--- config.mk ---
export PLATFORM = sky130hd
export DESIGN_NAME = psram_reader
export DESIGN_NICKNAME = d
export VERILOG_FILES = /design/src/rtl/psram_reader.sv
export SDC_FILE = /design/constraint.sdc
export NUM_CORES = 1
export LEC_CHECK = 0
export ABC_AREA = 1
export BUFFER_PORTS_ARGS = -buffer_cell sky130_fd_sc_hd__buf_2
export CORE_MARGIN = 1.5
export CORE_UTILIZATION = 25
export CTS_BUF_LIST = sky130_fd_sc_hd__clkbuf_8
export CTS_CLUSTER_DIAMETER = 150
export DETAILED_ROUTE_END_ITERATION = 12
export GPL_ROUTABILITY_DRIVEN = 0
export PLACE_DENSITY = 0.45
export SETUP_SLACK_MARGIN = 0.2
export SLEW_MARGIN = 20
export SYNTH_ARGS = -nofsm -noshare
export SYNTH_HDL_FRONTEND = slang
export SYNTH_SLANG_ARGS = --single-unit
--- constraint.sdc ---
create_clock -name sys_clk_i -period 3.7 [get_ports sys_clk_i]
set_input_delay 0.74 -clock sys_clk_i [delete_from_list [all_inputs] [get_ports sys_clk_i]]
set_output_delay 0.74 -clock sys_clk_i [all_outputs]
set_load 0.1 [all_outputs]
--- src/rtl/psram_reader.sv ---
// Fast Quad Read (0xEB) burst engine for a QSPI PSRAM; SCK runs at sys_clk/2.
// Optional macro PSRAM_RD_CHECKSUM_EN adds checksum_o, the XOR of all bytes in the burst.
module psram_reader #(
  parameter int WAIT_CYCLES = 6,
  parameter int LEN_W       = 8
) (
  input  logic             sys_clk_i,
  input  logic             sys_reset_n_i,
  input  logic             start_i,
  input  logic [23:0]      addr_i,
  input  logic [LEN_W-1:0] len_i,
  output logic             busy_o,
  output logic [7:0]       rd_data_o,
  output logic             rd_valid_o,
  output logic             done_o,
  output logic             ce_n_o,
  output logic             clk_o,
  output logic [3:0]       sio_out_o,
  output logic [3:0]       sio_oe_o,
`ifdef PSRAM_RD_CHECKSUM_EN
  output logic [7:0]       checksum_o,
`endif
  input  logic [3:0]       sio_in_i
);

  typedef enum logic [2:0] {S_IDLE, S_CMD, S_ADDR, S_WAIT, S_DATA, S_GAP} state_t;

  localparam logic [7:0] WAIT_LAST = 8'(WAIT_CYCLES - 1);
  localparam logic [7:0] CMD_OP    = 8'hEB;

  state_t           state_q;
  logic             ph_q;      // 0: SCK low half, 1: SCK high half
  logic [7:0]       cnt_q;
  logic [31:0]      sr_q;      // opcode followed by address, shifted out MSB first
  logic [3:0]       hi_q;
  logic [LEN_W-1:0] len_q;
  logic             busy_q, rd_valid_q, done_q, ce_n_q, clk_q;
  logic [7:0]       rd_data_q;
  logic [3:0]       sio_out_q, sio_oe_q;
`ifdef PSRAM_RD_CHECKSUM_EN
  logic [7:0]       cs_q;
`endif

  logic [31:0] sr1_d, sr4_d;
  logic [7:0]  rx_byte_d;

  assign sr1_d     = sr_q << 1;
  assign sr4_d     = sr_q << 4;
  assign rx_byte_d = {hi_q, sio_in_i};

  always_ff @(posedge sys_clk_i) begin
    if (!sys_reset_n_i) begin
      state_q    <= S_IDLE;
      ph_q       <= 1'b0;
      cnt_q      <= '0;
      busy_q     <= 1'b0;
      rd_valid_q <= 1'b0;
      done_q     <= 1'b0;
      ce_n_q     <= 1'b1;
      clk_q      <= 1'b0;
      rd_data_q  <= '0;
      sio_out_q  <= '0;
      sio_oe_q   <= '0;
`ifdef PSRAM_RD_CHECKSUM_EN
      cs_q       <= '0;
`endif
    end else begin
      rd_valid_q <= 1'b0;
      done_q     <= 1'b0;
      case (state_q)
        S_IDLE: begin
          if (start_i) begin
            busy_q <= 1'b1;
            cnt_q  <= '0;
`ifdef PSRAM_RD_CHECKSUM_EN
            cs_q   <= '0;
`endif
            if (len_i == '0) begin
              // Empty burst: never touch the bus, just pulse done.
              done_q  <= 1'b1;
              state_q <= S_GAP;
            end else begin
              state_q   <= S_CMD;
              ce_n_q    <= 1'b0;
              clk_q     <= 1'b0;
              ph_q      <= 1'b0;
              sr_q      <= {CMD_OP, addr_i};
              sio_oe_q  <= 4'b0001;
              sio_out_q <= {3'b000, CMD_OP[7]};
              len_q     <= len_i;
            end
          end
        end
        S_GAP: begin
          if (cnt_q == '0) begin
            state_q <= S_IDLE;
            busy_q  <= 1'b0;
          end else begin
            cnt_q <= cnt_q - 8'd1;
          end
        end
        default: begin
          if (!ph_q) begin
            clk_q <= 1'b1;
            ph_q  <= 1'b1;
          end else begin
            // End of the SCK high half: sample sio_in and set up the next period.
            clk_q <= 1'b0;
            ph_q  <= 1'b0;
            case (state_q)
              S_CMD: begin
                sr_q <= sr1_d;
                if (cnt_q == 8'd7) begin
                  state_q   <= S_ADDR;
                  cnt_q     <= '0;
                  sio_oe_q  <= 4'b1111;
                  sio_out_q <= sr1_d[31:28];
                end else begin
                  cnt_q     <= cnt_q + 8'd1;
                  sio_out_q <= {3'b000, sr1_d[31]};
                end
              end
              S_ADDR: begin
                if (cnt_q == 8'd5) begin
                  state_q   <= (WAIT_CYCLES == 0) ? S_DATA : S_WAIT;
                  cnt_q     <= '0;
                  sio_oe_q  <= 4'b0000;
                  sio_out_q <= 4'b0000;
                end else begin
                  cnt_q     <= cnt_q + 8'd1;
                  sr_q      <= sr4_d;
                  sio_out_q <= sr4_d[31:28];
                end
              end
              S_WAIT: begin
                if (cnt_q == WAIT_LAST) begin
                  state_q <= S_DATA;
                  cnt_q   <= '0;
                end else begin
                  cnt_q <= cnt_q + 8'd1;
                end
              end
              S_DATA: begin
                if (cnt_q == '0) begin
                  hi_q  <= sio_in_i;
                  cnt_q <= 8'd1;
                end else begin
                  rd_data_q  <= rx_byte_d;
                  rd_valid_q <= 1'b1;
`ifdef PSRAM_RD_CHECKSUM_EN
                  cs_q       <= cs_q ^ rx_byte_d;
`endif
                  len_q      <= len_q - LEN_W'(1);
                  if (len_q == LEN_W'(1)) begin
                    // Last byte: release CE now, then hold it high for tCPH.
                    done_q  <= 1'b1;
                    ce_n_q  <= 1'b1;
                    state_q <= S_GAP;
                    cnt_q   <= 8'd2;
                  end else begin
                    cnt_q <= '0;
                  end
                end
              end
              default: state_q <= S_IDLE;
            endcase
          end
        end
      endcase
    end
  end

  assign busy_o     = busy_q;
  assign rd_data_o  = rd_data_q;
  assign rd_valid_o = rd_valid_q;
  assign done_o     = done_q;
  assign ce_n_o     = ce_n_q;
  assign clk_o      = clk_q;
  assign sio_out_o  = sio_out_q;
  assign sio_oe_o   = sio_oe_q;
`ifdef PSRAM_RD_CHECKSUM_EN
  assign checksum_o = cs_q;
`endif

endmodule
==> results_dict.tcl, run 1 <==
set metrics [dict create \
    status "completed" \
    areaGrowthSynthToFinish_pct 15.5 \
    dr.first_iter.drc_count 207 \
    hpwl_mm 7.64 \
    async_reset_ff_share_pct 0 \
    synth.area.mux_share_pct 0 \
    io_pins 60 \
    io_buffers 59 \
    drive_above_1_share_pct 23.2 \
    drcViolationCount 0 \
    grt_max_degree 39 \
    antenna_found_initial 0 \
    synthSimpleGateAreaFrac_pct 26.6 \
    die-area_mm2 0.0172 \
    ys.flop_type "edfxtp_1" \
    track_usage_pct 12.4 \
    first_pass_iters 5 \
    synthXorXnorAreaFrac_pct 1.92 \
    h-tree-depth 3 \
    cts-buffers-inserted 9 \
    worst_path_max_delay_cell "dfxtp_1" \
    synth.most_common_cell "nand2_1" \
    postRouteAntennaNets 0 \
    worstMarginPinSlew_ns 0.852 \
    grt_overflow 0 \
    fillCellCount 1772 \
    critPathMaxFanout 38 \
    die_y_um 131 \
    synth-edff-count 43 \
    clk_path_buf_depth 2 \
    row_count 46 \
    cts_root_buf "clkbuf_8" \
    diodes 0 \
    synth_top_family_by_area "simple AND/OR/NAND/NOR gates" \
    syn_area_per_cell_um2 8.37 \
    fin_hold_ws_ns 0.459 \
    yosysTopAreaCellShare_pct 31.4 \
    drt-total-wl_mm 10.5 \
    insertion_delay_ns 0.36 \
    synthTopCellsByCount "99 x nand2_1, 51 x inv_1, 44 x nor2_1" \
    wl_per_cell_um 13.8 \
    syn_area_mm2 0.00411 \
    yosys_warnings 0 \
    yosysTopAreaCell "edfxtp_1" \
    synth.distinct_cells 41 \
    initial_utilization_pct 25.7 \
    p_leak_uw 0.00195 \
    cp-end-kind "flop" \
    die_x_um 131 \
    period_share_pct 76.3 \
    max_stage_delay_ns 0.67 \
    cellPowerDensity_mw_per_mm2 807 \
    min_path_type "flop to flop" \
    fmax_mhz 354 \
    clkSinkCount 73 \
    synth_area_leaders "edfxtp_1 31%, dfxtp_1 15%, nand2_1 9.0%" \
    cts_resized 0 \
    required_ns 3.67 \
    syn_inst 491 \
    ir_drop_mv 0.492 \
    crit_buf_inv 2 \
    fin_tns_setup_ns 0 \
    postCtsSetupRepairBufs 0 \
    cts.reportedPaths.clkPinSlew_ns 0.08 \
    slew_headroom_pct 42.7 \
    maxCapViolCount 0 \
    critPathTopFamily "simple AND/OR/NAND/NOR gates" \
    crit_type "flop to flop" \
    report.final.slew_viol_count 0 \
    ys_ff_latch 73 \
    cp_data_arrival_time_ns 2.80 \
    period_needed_ns 2.82 \
    cts_tree "yes" \
    fin_skew_ns 0.0148 \
    synth_nets 535 \
    finalHoldViolCount 0 \
    synth-compound-area-share_pct 15.1 \
    coreArea_mm2 0.0160 \
    final_nets 587 \
    grt_pass1_wl_mm 17.3 \
    finalSetupViolations 0 \
    worst_setup_path_start_kind "flop" \
    synth-adder-area-share_pct 1.52 \
    cts_hold_buf 0 \
    vias 3373 \
    grt_pass1_vias 3370 \
    yosysSeqAreaShare_pct 46.0 \
    post_drt_via_cell_ratio 4.41 \
    rsz0062_at_grt "no" \
    cp_cell_sequence "nor2_8 -> nand2_4 -> inv_2 -> nor2_2 -> inv_1 -> nor4_1" \
]
[worst reg2reg max path, cell delays in order (launching register included)]
cell	delay, ns
dfxtp_1	0.67
nor2_8	0.19
nand2_4	0.26
inv_2	0.31
nor2_2	0.28
inv_1	0.09
nor4_1	0.66
[kinds of logic (layout without fill, tap and decap cells)]
family	after synthesis	after routing
AOI/OAI and AO/OA	101	101
xor gates and xnor gates	9	9
adders and majority gates	5	5
buffers and inverters	81	138
DFF	73	73
and+or+nand+nor	222	222
[flip-flops by register name, indices dropped and copies added (netlist names), 2 cells and up]
register   flops
cnt_q          8
hi_q           4
len_q          8
rd_data_o      8
sio_oe_o       2
sio_out_o      4
sr_q          31
state_q        3
[final timing paths]
kind                              from                   endpoint  slack, ns  cells past startpoint
max reg2reg    state_q[2]$_SDFFE_PN0P_          hi_q[2]$_DFFE_PP_       0.88                      6
min          rd_data_o[0]$_SDFFE_PN0P_  rd_data_o[0]$_SDFFE_PN0P_       0.46                      2
min reg2reg  rd_data_o[0]$_SDFFE_PN0P_  rd_data_o[0]$_SDFFE_PN0P_       0.46                      2
max            state_q[2]$_SDFFE_PN0P_          hi_q[2]$_DFFE_PP_       0.88                      6
[cell type report]
cell class              count  area [um^2]  share of cell area [%]
multi-input cells         337         1870                    39.4
clock buffers               9          124                    2.61
inverters                  60          228                    4.80
repair buffers             62          318                    6.69
well taps                 216          270                    5.69
flip-flops and latches     73         1890                    39.9
clock inverters             7         47.5                    1.00
[layout by cell type, fill, tap and decap left out, drive strengths merged, types with 2 or more instances in the layout]
cell type and instances:
o221ai 12, nand4 2, o22ai 6, a21oi 29
o211ai 7, inv 62, ha 5, buf 62
nand2 109, nor3 7, nand3 41, clkbuf 9
or2 3, clkinv 4, edfxtp 43, nor2 59
o21ai 42, xor2 8, dfxtp 30, a31oi 2
[stage by stage]
stage	util, %	area (um^2)	power, uW	setup WS (ns)	cells
final	29.7	4750	3830	0.875	764
after floorplan	-	4120	2920	0.358	491
after detailed placement	28.6	4580	3290	0.862	748
after global routing	29.7	4750	4150	0.569	764
after CTS	29.7	4750	3870	0.849	764
after global placement	28.6	4580	3270	1.03	748
[report_power, final]
group	internal (uW)	switching (uW)	total (uW)
Sequential	1190	208	1390
Clock	243	321	565
Combinational	536	1330	1870
[per-layer routing]
layer	up-vias	track usage, %	part of all wire [%]	wire (um)
li1	1757	-	-	-
met1	1539	17.2	51	5370
met2	73	19.4	45	4690
met3	4	2.89	3.8	397
met4	0	3.25	0.49	52
met5	-	0	0	0
(Power assumes the default switching activity.)
==> inputs of run 2 (changes only) <==
PLACE_DENSITY = 0.43   (was 0.45)
clock period = 2.8 ns   (was 3.7 ns; I/O delays follow)
==> results_dict.tcl, run 2 (synthesized netlist as in run 1, its figures left out) <==
set metrics [dict create \
    clkSinkCount 73 \
    final_nets 590 \
    cts.reportedPaths.clkPinSlew_ns 0.08 \
    report.final.slew_viol_count 0 \
    reg2reg_from "state_q[2]$_SDFFE_PN0P_" \
    initial_utilization_pct 25.7 \
    die_x_um 131 \
    cts_root_buf "clkbuf_8" \
    row_count 46 \
    post_drt_via_cell_ratio 4.51 \
    worst_setup_path_start_kind "flop" \
    largest_register_ffs 31 \
    diodes 0 \
    largest_register "sr_q" \
    pre_cts_slack_ns 0.450 \
    postCtsSetupRepairBufs 0 \
    first_pass_iters 5 \
    hpwl_mm 7.63 \
    grt_max_degree 38 \
    critPathLaunch "state_q[2]$_SDFFE_PN0P_" \
    ir_drop_mv 0.526 \
    cts_tree "yes" \
    status "completed" \
    cellPowerDensity_mw_per_mm2 1070 \
    io_buffers 59 \
    grt_overflow 0 \
    p_leak_uw 0.00196 \
    grt_pass1_vias 3430 \
    worst_slack_ns 0.443 \
    finalHoldViolCount 0 \
    track_usage_pct 12.9 \
    insertion_delay_ns 0.37 \
    critPathMaxFanout 31 \
    fin_skew_ns 0.0110 \
    rsz0062_at_grt "no" \
    die-area_mm2 0.0172 \
    final_common_cell "nand2_1" \
    cts-buffers-inserted 9 \
    layout_common_cells "99 x nand2_1, 59 x buf_2, 51 x inv_1, 44 x nor2_1, 43 x edfxtp_1" \
    postRouteAntennaNets 0 \
    hp-start "sio_in_i[3]" \
    required_ns 2.87 \
    slew_headroom_pct 62.7 \
    cp_data_arrival_time_ns 2.43 \
    fillCellCount 1783 \
    drcViolationCount 0 \
    worstMarginPinSlew_ns 0.559 \
    coreArea_mm2 0.0160 \
    io_pins 60 \
    finalSetupViolations 0 \
    period_needed_ns 2.36 \
    h-tree-depth 3 \
    antenna_found_initial 0 \
    stdcell_area_mm2 0.00478 \
    min_path_type "input port to flop" \
    drive_above_1_share_pct 23.8 \
    die_y_um 131 \
    vias 3462 \
    grt_pass1_wl_mm 17.8 \
    areaGrowthSynthToFinish_pct 16.3 \
    dr.first_iter.drc_count 179 \
    period_share_pct 84.2 \
    fmax_mhz 424 \
    maxCapViolCount 0 \
    cts_resized 0 \
    cts_hold_buf 0 \
    post_dp_cell_area_mm2 0.00461 \
    crit_type "flop to flop" \
    drt-total-wl_mm 10.6 \
    fin_tns_setup_ns 0 \
    clk_path_buf_depth 2 \
    cp-end-kind "flop" \
    wl_per_cell_um 13.8 \
]
-- run 2: changes by cell type in the layout (fill, tap and decap cells not counted) --
cell / previous run / this run
buf_4: 3 / 5
clkinv_4: 2 / 1
dfxtp_1: 30 / 29
clkinvlp_4: 1 / 2
clkinv_1: 0 / 1
dfxtp_2: 0 / 1
buf_12: 0 / 1
inv_1: 52 / 51
-- run 2: layout make-up --
| type | count | area (um^2) | share of cell area [%] |
|---|---|---|---|
| clock buffer | 9 | 124 | 2.59 |
| sequential | 73 | 1890 | 39.6 |
| inverter | 60 | 228 | 4.76 |
| clock inverter | 7 | 46.3 | 0.968 |
| timing repair buffer | 65 | 353 | 7.38 |
| tap | 216 | 270 | 5.65 |
| multi-input combinational | 337 | 1870 | 39.1 |
-- run 2: path summary, 6_finish.rpt --
path / endpoint / slack, ns / cells past startpoint
max: sr_q[0]$_SDFFCE_PN0P_ / 0.44 / 6
min: hi_q[3]$_DFFE_PP_ / 0.40 / 1
max reg2reg: sr_q[0]$_SDFFCE_PN0P_ / 0.44 / 6
min reg2reg: rd_data_o[2]$_SDFFE_PN0P_ / 0.46 / 2
-- run 2: worst max-delay path, stage by stage, from the launching register on --
cell,delay [ns]
dfxtp_1,0.49
nor2_8,0.42
nand2_4,0.25
a21oi_4,0.19
nand3_2,0.16
a211oi_4,0.29
buf_12,0.24
-- run 2: routing by layer --
layer / vias to the layer above / share of wire (%) / global-route usage (%)
met5: - / 0 / 0
met4: 0 / 1.3 / 3.93
met3: 11 / 5.9 / 3.74
met1: 1597 / 49 / 17.5
met2: 99 / 44 / 19.9
li1: 1755 / - / -
-- run 2: power by group --
group / internal, uW / switching, uW
clock: 320 / 439
sequential: 1570 / 271
combinational: 735 / 1770
total: 2620 / 2480
-- run 2: through the flow --
stage	util [%]	instances	hold slack, ns	total power [uW]
after floorplan	-	491	0.519	3860
after global placement	28.8	751	0.445	4370
after detailed placement	28.8	751	0.450	4380
after CTS	29.9	767	0.375	5160
after global routing	29.9	767	0.381	5540
final	29.9	767	0.397	5100
==> inputs of run 3 (changes only) <==
ABC_AREA = 0   (was 1)
PLACE_DENSITY = 0.45   (was 0.43)
clock period = 1.9 ns   (was 2.8 ns; I/O delays follow)
==> results_dict.tcl, run 3 <==
set metrics [dict create \
    rsz0062_at_grt "yes" \
    hpwl_mm 7.82 \
    diodes 0 \
    io_buffers 59 \
    dr.first_iter.drc_count 159 \
    status "complete, but fails checks" \
    cp_data_arrival_time_ns 2.19 \
    drive_above_1_share_pct 41.4 \
    finalHoldViolCount 0 \
    layout_common_cells "60 x buf_4, 58 x buf_2, 43 x nand2_1, 43 x edfxtp_1, 33 x nor2_1" \
    post-place-cells 710 \
    first_pass_iters 4 \
    fin_skew_ns 0.0157 \
    slew_headroom_pct 67.2 \
    clkSinkCount 73 \
    yosysSeqAreaShare_pct 46.4 \
    cts_root_buf "clkbuf_8" \
    report.final.slew_viol_count 0 \
    clk_path_buf_depth 2 \
    track_usage_pct 13.6 \
    drt-total-wl_mm 11.6 \
    cellPowerDensity_mw_per_mm2 1290 \
    initial_utilization_pct 25.7 \
    post_dp_cell_area_mm2 0.00485 \
    syn_inst 419 \
    die-area_mm2 0.0171 \
    ys.flop_type "edfxtp_1" \
    worst_setup_path_start_kind "flop" \
    p_leak_uw 0.00220 \
    synth-edff-count 43 \
    wl_per_cell_um 15.3 \
    ir_drop_mv 0.624 \
    grt_pass1_wl_mm 17.5 \
    largest_register "sr_q" \
    hp-start "sio_in_i[3]" \
    cts-buffers-inserted 9 \
    critPathMaxFanout 6 \
    yosysTopAreaCell "edfxtp_1" \
    maxCapViolCount 0 \
    final_nets 580 \
    areaGrowthSynthToFinish_pct 37.9 \
    fin_cells 757 \
    critPathLaunch "cnt_q[7]$_SDFFE_PN0P_" \
    vias 3526 \
    cts_tree "yes" \
    finalSetupViolations 12 \
    grt_max_degree 48 \
    reg2reg_from "cnt_q[7]$_SDFFE_PN0P_" \
    worstMarginPinSlew_ns 0.495 \
    min_path_type "input port to flop" \
    fmax_mhz 512 \
    synth_nets 463 \
    final_common_cell "buf_4" \
    insertion_delay_ns 0.37 \
    worst_slack_ns -0.0519 \
    post_drt_via_cell_ratio 4.66 \
    violations "negative setup slack" \
    drcViolationCount 0 \
    postRouteAntennaNets 0 \
    syn_area_mm2 0.00408 \
    required_ns 2.14 \
    stdcell_area_mm2 0.00562 \
    period_needed_ns 1.95 \
    crit_type "flop to flop" \
    antenna_found_initial 0 \
    async_reset_ff_share_pct 0 \
    grt_overflow 0 \
    synthTopCellsByCount "48 x nand2_1, 43 x edfxtp_1, 38 x nor2_1, 38 x o21ai_0, 31 x mux2i_1" \
    synth.most_common_cell "nand2_1" \
    grt_pass1_vias 3356 \
    h-tree-depth 3 \
    io_pins 60 \
    coreArea_mm2 0.0159 \
    row_count 46 \
    synth_area_leaders "edfxtp_1 32%, dfxtp_1 15%, mux2i_1 7.6%" \
    p_total_uw 7280 \
    synth.distinct_cells 64 \
    largest_register_ffs 31 \
    yosysTopAreaCellShare_pct 31.7 \
    period_share_pct 103 \
    die_x_um 131 \
    yosys_warnings 0 \
    syn_area_per_cell_um2 9.73 \
    cp-end-kind "flop" \
    cts.reportedPaths.clkPinSlew_ns 0.08 \
    die_y_um 131 \
    ys_ff_latch 73 \
]
run 3: cell type report:
class	instances	area (um^2)
Fill cell	1664	10300
Timing Repair Buffer	135	941
Clock buffer	10	138
Tap cell	216	270
Inverter	13	48.8
Sequential cell	73	1910
Clock inverter	6	82.6
Multi-Input combinational cell	304	2230
run 3: report_power, final:
group          switching, uW  total [uW]  internal, uW
clock                    625        1390           769
sequential               234        2420          2180
combinational           2070        3470          1400
total                   2930        7280          4350
run 3: path summary, 6_finish.rpt:
| check | to | slack (ns) | cells past startpoint |
|---|---|---|---|
| worst max-delay path | cnt_q[6]$_SDFFE_PN0P_ | -0.05 | 7 |
| worst min-delay path | hi_q[3]$_DFFE_PP_ | 0.20 | 1 |
| worst max register to register | cnt_q[6]$_SDFFE_PN0P_ | -0.05 | 7 |
| worst min register to register | busy_o$_SDFFE_PN0P_ | 0.47 | 2 |
run 3: through the flow:
| step | TNS (ns) | setup WS (ns) | hold WS (ns) | util, % |
|---|---|---|---|---|
| global placement | -6.07 | -0.188 | 0.460 | 30.6 |
| CTS | -0.334 | -0.0618 | 0.184 | 33.5 |
| floorplan | -0.646 | -0.0209 | 0.453 | - |
| global route | -1.15 | -0.104 | 0.185 | 35.4 |
| finish | -0.340 | -0.0519 | 0.202 | 35.4 |
| detailed placement | -7.89 | -0.241 | 0.467 | 30.6 |
run 3: logic make-up (layout without fill, tap and decap cells):
kind of cell,Yosys count,after routing,synth area share [%]
fa+ha+maj,5,5,1.53
compound gates,110,110,18.2
xor+xnor,7,7,1.50
simple gates,148,150,18.2
buf+inv,44,164,6.26
mux,32,32,7.89
flops,73,73,46.4
run 3: worst max-delay path: stages (launching register included):
cell and delay [ns]:
dfxtp_2 0.33, buf_6 0.12, or3_4 0.41, o41ai_4 0.40, buf_4 0.20, o22ai_4 0.12, nand2_2 0.14, o22ai_1 0.10
run 3: layer usage:
metal / routed length, um / up-vias / GRT usage (%)
met2: 5730 / 78 / 23.1
met5: 0 / - / 0
li1: - / 1770 / -
met1: 5090 / 1664 / 16.9
met3: 570 / 14 / 3.46
met4: 228 / 0 / 4.07
run 3: what timing repair did:
item,4_1_cts,5_1_grt
hold buffers,0,0
pin swaps,11,37
endpoints found under the setup margin,68,70
resized for setup,30,47
setup buffers,14,15
gates cloned,1,1
